**src/rtl/regfile_scoreboard.sv**
```systemverilog
// rtl/regfile_scoreboard.sv - 32-entry register file with per-register pending-write scoreboard
// Issue stalls on RAW hazards or a saturated pending counter; write-back bypasses into reads and stall logic.
module regfile_scoreboard #(
  parameter int DATA_W = 32,
  parameter int CNT_W  = 2
) (
  input  logic              clk,
  input  logic              rst,
  input  logic              iss_valid,
  input  logic [4:0]        iss_rs,
  input  logic [4:0]        iss_rt,
  input  logic              iss_wr,
  input  logic [4:0]        iss_dst,
  output logic              iss_stall,
  output logic [DATA_W-1:0] rd_data1,
  output logic [DATA_W-1:0] rd_data2,
  input  logic              wb_valid,
  input  logic [4:0]        wb_addr,
  input  logic [DATA_W-1:0] wb_data,
  output logic              sb_err
);

  localparam logic [CNT_W-1:0] MAX_PEND = '1;
  localparam logic [CNT_W-1:0] CNT_ONE  = CNT_W'(1);

  logic [DATA_W-1:0] regs [32];
  logic [CNT_W-1:0]  cnt  [32];

  logic              wb_live;
  logic              hit_rs, hit_rt, hit_dst;
  logic [CNT_W-1:0]  cnt_rs, cnt_rt, cnt_dst;
  logic              busy_rs, busy_rt, full_dst;
  logic              iss_fire;
  logic [31:0]       inc_vec, dec_vec;

  // Register 0 is never a write-back target, so every hit below is implicitly nonzero.
  assign wb_live = wb_valid & (wb_addr != 5'd0);
  assign hit_rs  = wb_live & (wb_addr == iss_rs);
  assign hit_rt  = wb_live & (wb_addr == iss_rt);
  assign hit_dst = wb_live & (wb_addr == iss_dst);

  assign cnt_rs  = cnt[iss_rs];
  assign cnt_rt  = cnt[iss_rt];
  assign cnt_dst = cnt[iss_dst];

  // A source is still busy unless its last outstanding write is completing right now.
  assign busy_rs  = (cnt_rs != '0) & ~((cnt_rs == CNT_ONE) & hit_rs);
  assign busy_rt  = (cnt_rt != '0) & ~((cnt_rt == CNT_ONE) & hit_rt);
  assign full_dst = iss_wr & (iss_dst != 5'd0) & (cnt_dst == MAX_PEND) & ~hit_dst;

  assign iss_stall = iss_valid & (busy_rs | busy_rt | full_dst);
  assign iss_fire  = iss_valid & ~iss_stall;

  assign rd_data1 = (iss_rs == 5'd0) ? '0 : (hit_rs ? wb_data : regs[iss_rs]);
  assign rd_data2 = (iss_rt == 5'd0) ? '0 : (hit_rt ? wb_data : regs[iss_rt]);

  always_comb begin
    inc_vec = '0;
    dec_vec = '0;
    if (iss_fire & iss_wr & (iss_dst != 5'd0)) begin
      inc_vec[iss_dst] = 1'b1;
    end
    if (wb_live & (cnt[wb_addr] != '0)) begin
      dec_vec[wb_addr] = 1'b1;
    end
  end

  always_ff @(posedge clk) begin
    if (rst) begin
      for (int i = 0; i < 32; i++) begin
        regs[i] <= '0;
        cnt[i]  <= '0;
      end
      sb_err <= 1'b0;
    end else begin
      if (wb_live) begin
        regs[wb_addr] <= wb_data;
      end
      // Simultaneous issue and retire on one register cancel out.
      for (int i = 0; i < 32; i++) begin
        if (inc_vec[i] & ~dec_vec[i]) begin
          cnt[i] <= cnt[i] + CNT_ONE;
        end else if (dec_vec[i] & ~inc_vec[i]) begin
          cnt[i] <= cnt[i] - CNT_ONE;
        end
      end
      if (wb_live & (cnt[wb_addr] == '0)) begin
        sb_err <= 1'b1;
      end
    end
  end

endmodule

```
**config.mk**
```make
export PLATFORM = sky130hd
export DESIGN_NAME = regfile_scoreboard
export DESIGN_NICKNAME = d
export VERILOG_FILES = /design/src/rtl/regfile_scoreboard.sv
export SDC_FILE = /design/constraint.sdc
export NUM_CORES = 2
export LEC_CHECK = 0
export ABC_CLOCK_PERIOD_IN_PS = 7500
export CAP_MARGIN = 30
export CORE_MARGIN = 2
export CORE_UTILIZATION = 47
export DETAILED_ROUTE_END_ITERATION = 10
export PLACE_DENSITY = 0.64
export SKIP_CTS_REPAIR_TIMING = 1
export SYNTH_ARGS = -nofsm -noshare
export SYNTH_HDL_FRONTEND = slang
export SYNTH_SLANG_ARGS = --single-unit
```
**constraint.sdc**
```tcl
create_clock -name clk -period 7.5 [get_ports clk]
set_input_delay 1.875 -clock clk [delete_from_list [all_inputs] [get_ports clk]]
set_output_delay 1.875 -clock clk [all_outputs]
set_load 0.01 [all_outputs]
```
==> results.json <==
{
  "worst_slew_pin_slew_ns": 1.107,
  "instances_no_fill": 6046,
  "grtUsageTotal": 0.3106,
  "tritoncts": "built",
  "finalCriticalPeriod_ns": 7.091,
  "worstPathMaxFanout": 45,
  "max_stage_delay_ns": 0.56,
  "clkPwrFrac": 0.377,
  "synth.cell_area_um2": 61870,
  "internal-power_mw": 11.30,
  "yosysTopAreaCellShare": 0.5281,
  "io_pins": 123,
  "yosys.area.top_type": "edfxtp_1",
  "worst_setup_path_start_kind": "primary input",
  "power_switching_mw": 3.961,
  "dpl.hpwl_mm": 124.5,
  "drt_pass1_iterations": 5,
  "synth-main-ff-cell": "edfxtp_1",
  "finalHoldViolCount": 0,
  "yosysUniqueCellTypes": 71,
  "synth_edf_count": 1088,
  "synth_seq_cells": 1089,
  "numCtsBuffers": 114,
  "yosysWarnings": 0,
  "grt_setup_unrepaired": "false",
  "whs_path_depth": 2,
  "setup_viol": 0,
  "crit_buf_inv": 4,
  "p_seq_frac": 0.474,
  "first_global_vias": 41590,
  "die_h_um": 366.8,
  "clk_latency_ns": 0.75,
  "peakVddDrop_uv": 195.4,
  "drt_iter0_drc": 6145,
  "synthSimpleGateAreaFrac": 0.1404,
  "die_area_um2": 134600,
  "synth_xor_area_frac": 0.008494,
  "setup_tns_ns": 0,
  "drv_slew": 0,
  "async_reset_ff_frac": 0,
  "routed_wl_mm": 209.9,
  "critical_path.endpoint_type": "output pin",
  "critPathMostFrequentCell": "mux4_2",
  "leakagePower_nw": 25.04,
  "cp.required_ns": 5.62,
  "max_cap_violations": 0,
  "nNetsFinal": 4249,
  "synth_seq_area_share": 0.5284,
  "ant_nets": 0,
  "power_density_nw_per_um2": 217.6,
  "floorplan.initialDensity": 0.4718,
  "crit_cells": 8,
  "drc_errors": 0,
  "num-fill-cells": 10600,
  "grt-ovfl-total": 0,
  "postSynthAreaPerCell_um2": 14.69,
  "antenna_found_initial": 12,
  "rr_worst_depth": 10,
  "crit_arrival_ns": 5.22,
  "timing.final.crit_share": 0.9455,
  "fin_hold_ws_ns": 0.6425,
  "rows": 133,
  "clkTransAtPathRegs_ns": 0.06,
  "status": "complete, no violations",
  "num_vias": 41570,
  "synthAdderAreaFrac": 0,
  "cts_root_buf": "clkbuf_16",
  "maxSlewHeadroom": 0.2597,
  "synth.most_common_cell": "edfxtp_1",
  "avgViaCountPerCell": 6.875,
  "synth_top_family_by_area": "multiplexers",
  "fp.coreArea_um2": 131100,
  "wire_per_inst_um": 34.72,
  "areaGrowthSynthToFinish_pct": 13.39,
  "yosys-top-cells-count": "edfxtp_1 (1088), mux4_2 (633), and2_1 (567)",
  "synthTopCellsByArea": "edfxtp_1 (53%), mux4_2 (23%), and2_1 (5.7%)",
  "place_inst": 5828,
  "hold_path.class": "register to register",
  "p_comb_frac": 0.149,
  "synth_compound_area_frac": 0.03230,
  "sw_frac_of_total": 0.2595,
  "drive_above_1_share": 0.2631,
  "crit_family": "buffers and inverters",
  "crit_type": "primary input to output pin",
  "clock_path_buffers": 3,
  "synthCells": 4212,
  "clock_skew_ns": 0.01536,
  "grt_pass1_wl_mm": 301.2,
  "max_freq_mhz": 141.0,
  "grt_max_degree": 144,
  "h-tree-depth": 3,
  "io_buffers": 122,
  "dieWidth_um": 366.8,
  "cp_cell_sequence": "buf_8 > buf_12 > mux4_2 > mux4_2 > a21oi_1 > a211oi_1 > buf_4 > clkdlybuf4s50_1",
  "numClockSinks": 1089,
  "muxShareOfSynthArea": 0.2572,
  "cpMaxStageDelayCell": "mux4_2",
  "gp_congestion": 0.9123
}
==> cell usage in the layout, fill, tap and decap left out, drive strengths merged, types with 26 or more instances in the layout <==
master / instances
xnor2: 26
nand4: 27
and2: 568
nand3: 30
a211oi: 133
nor3: 41
and3: 461
clkdlybuf4s50: 110
nor2b: 33
a21oi: 63
xor2: 34
mux2i: 142
o21ai: 45
mux4: 638
edfxtp: 1088
conb: 34
buf: 226
nand2: 45
nor2: 162
clkinv: 55
clkbuf: 137
==> worst paths after layout <==
kind	from	slack [ns]	end
worst max-delay path	iss_rt[0]	0.41	rd_data2[9]
worst min-delay path	sb_err	0.64	sb_err
worst max register to register	cnt[23][0]	3.54	cnt[11][1]
worst min register to register	sb_err	0.64	sb_err
==> logic make-up (layout without fill, tap and decap cells) <==
family / Yosys count / count (layout)
AND/OR/NAND/NOR: 1465 / 1465
flip-flops: 1089 / 1089
multiplexers: 788 / 788
buffers and inverters: 512 / 554
AO/OA/AOI/OAI: 297 / 297
XOR/XNOR: 60 / 60
other: 1 / 38
==> per-stage QoR <==
| stage | instance area (um^2) | utilization | power [mW] | setup slack [ns] |
|---|---|---|---|---|
| after CTS | 70060 | 0.5343 | 15.26 | 0.3759 |
| final | 70150 | 0.5350 | 15.26 | 0.4090 |
| after detailed placement | 66350 | 0.5060 | 9.587 | 0.3840 |
| after floorplan | 61990 | - | 8.626 | 1.268 |
| after global routing | 70140 | 0.5349 | 15.63 | 0.3214 |
| after global placement | 65880 | 0.5024 | 9.524 | 0.3655 |
==> metal layers <==
layer  GRT usage  wire, um
met1      0.4281     79350
met2      0.4783     96540
met3     0.07630     24890
met4      0.1193      9106
met5           0        60
==> sequential cells by signal, summed over array words and instances (netlist names) <==
signal / count
sb_err: 1
cnt: 64
regs: 1024
==> power by group through the flow <==
stage	Sequential (mW)	Combinational, mW	Clock (mW)
after floorplan	7.29	1.34	0
after global placement	7.33	2.20	0
after detailed placement	7.35	2.24	0
after CTS	7.22	2.24	5.79
after global routing	7.26	2.35	6.03
final	7.23	2.27	5.76
==> layout make-up <==
type | instances | area, um^2 | share of cell area
clock inverters | 76 | 701.9 | 0.01001
inverters | 5 | 25.02 | 0.0003567
multi-input cells | 2644 | 27780 | 0.3960
flip-flops and latches | 1089 | 32690 | 0.4660
repair buffers | 338 | 3734 | 0.05322
diodes | 4 | 10.01 | 0.0001427
well taps | 1755 | 2196 | 0.03130
clock buffers | 135 | 3017 | 0.04300
==> worst reg2reg max path, cell delays in order (launching register included) <==
cell and delay, ns:
edfxtp_1 0.51, mux4_2 0.52, mux2i_1 0.34, o21ai_0 0.16
o2111a_1 0.35, buf_4 0.25, nor2_1 0.13, nand4_1 0.42
buf_4 0.37, o211a_1 0.26, or3_1 0.40
No activity file was read; power rests on OpenSTA's default activity.
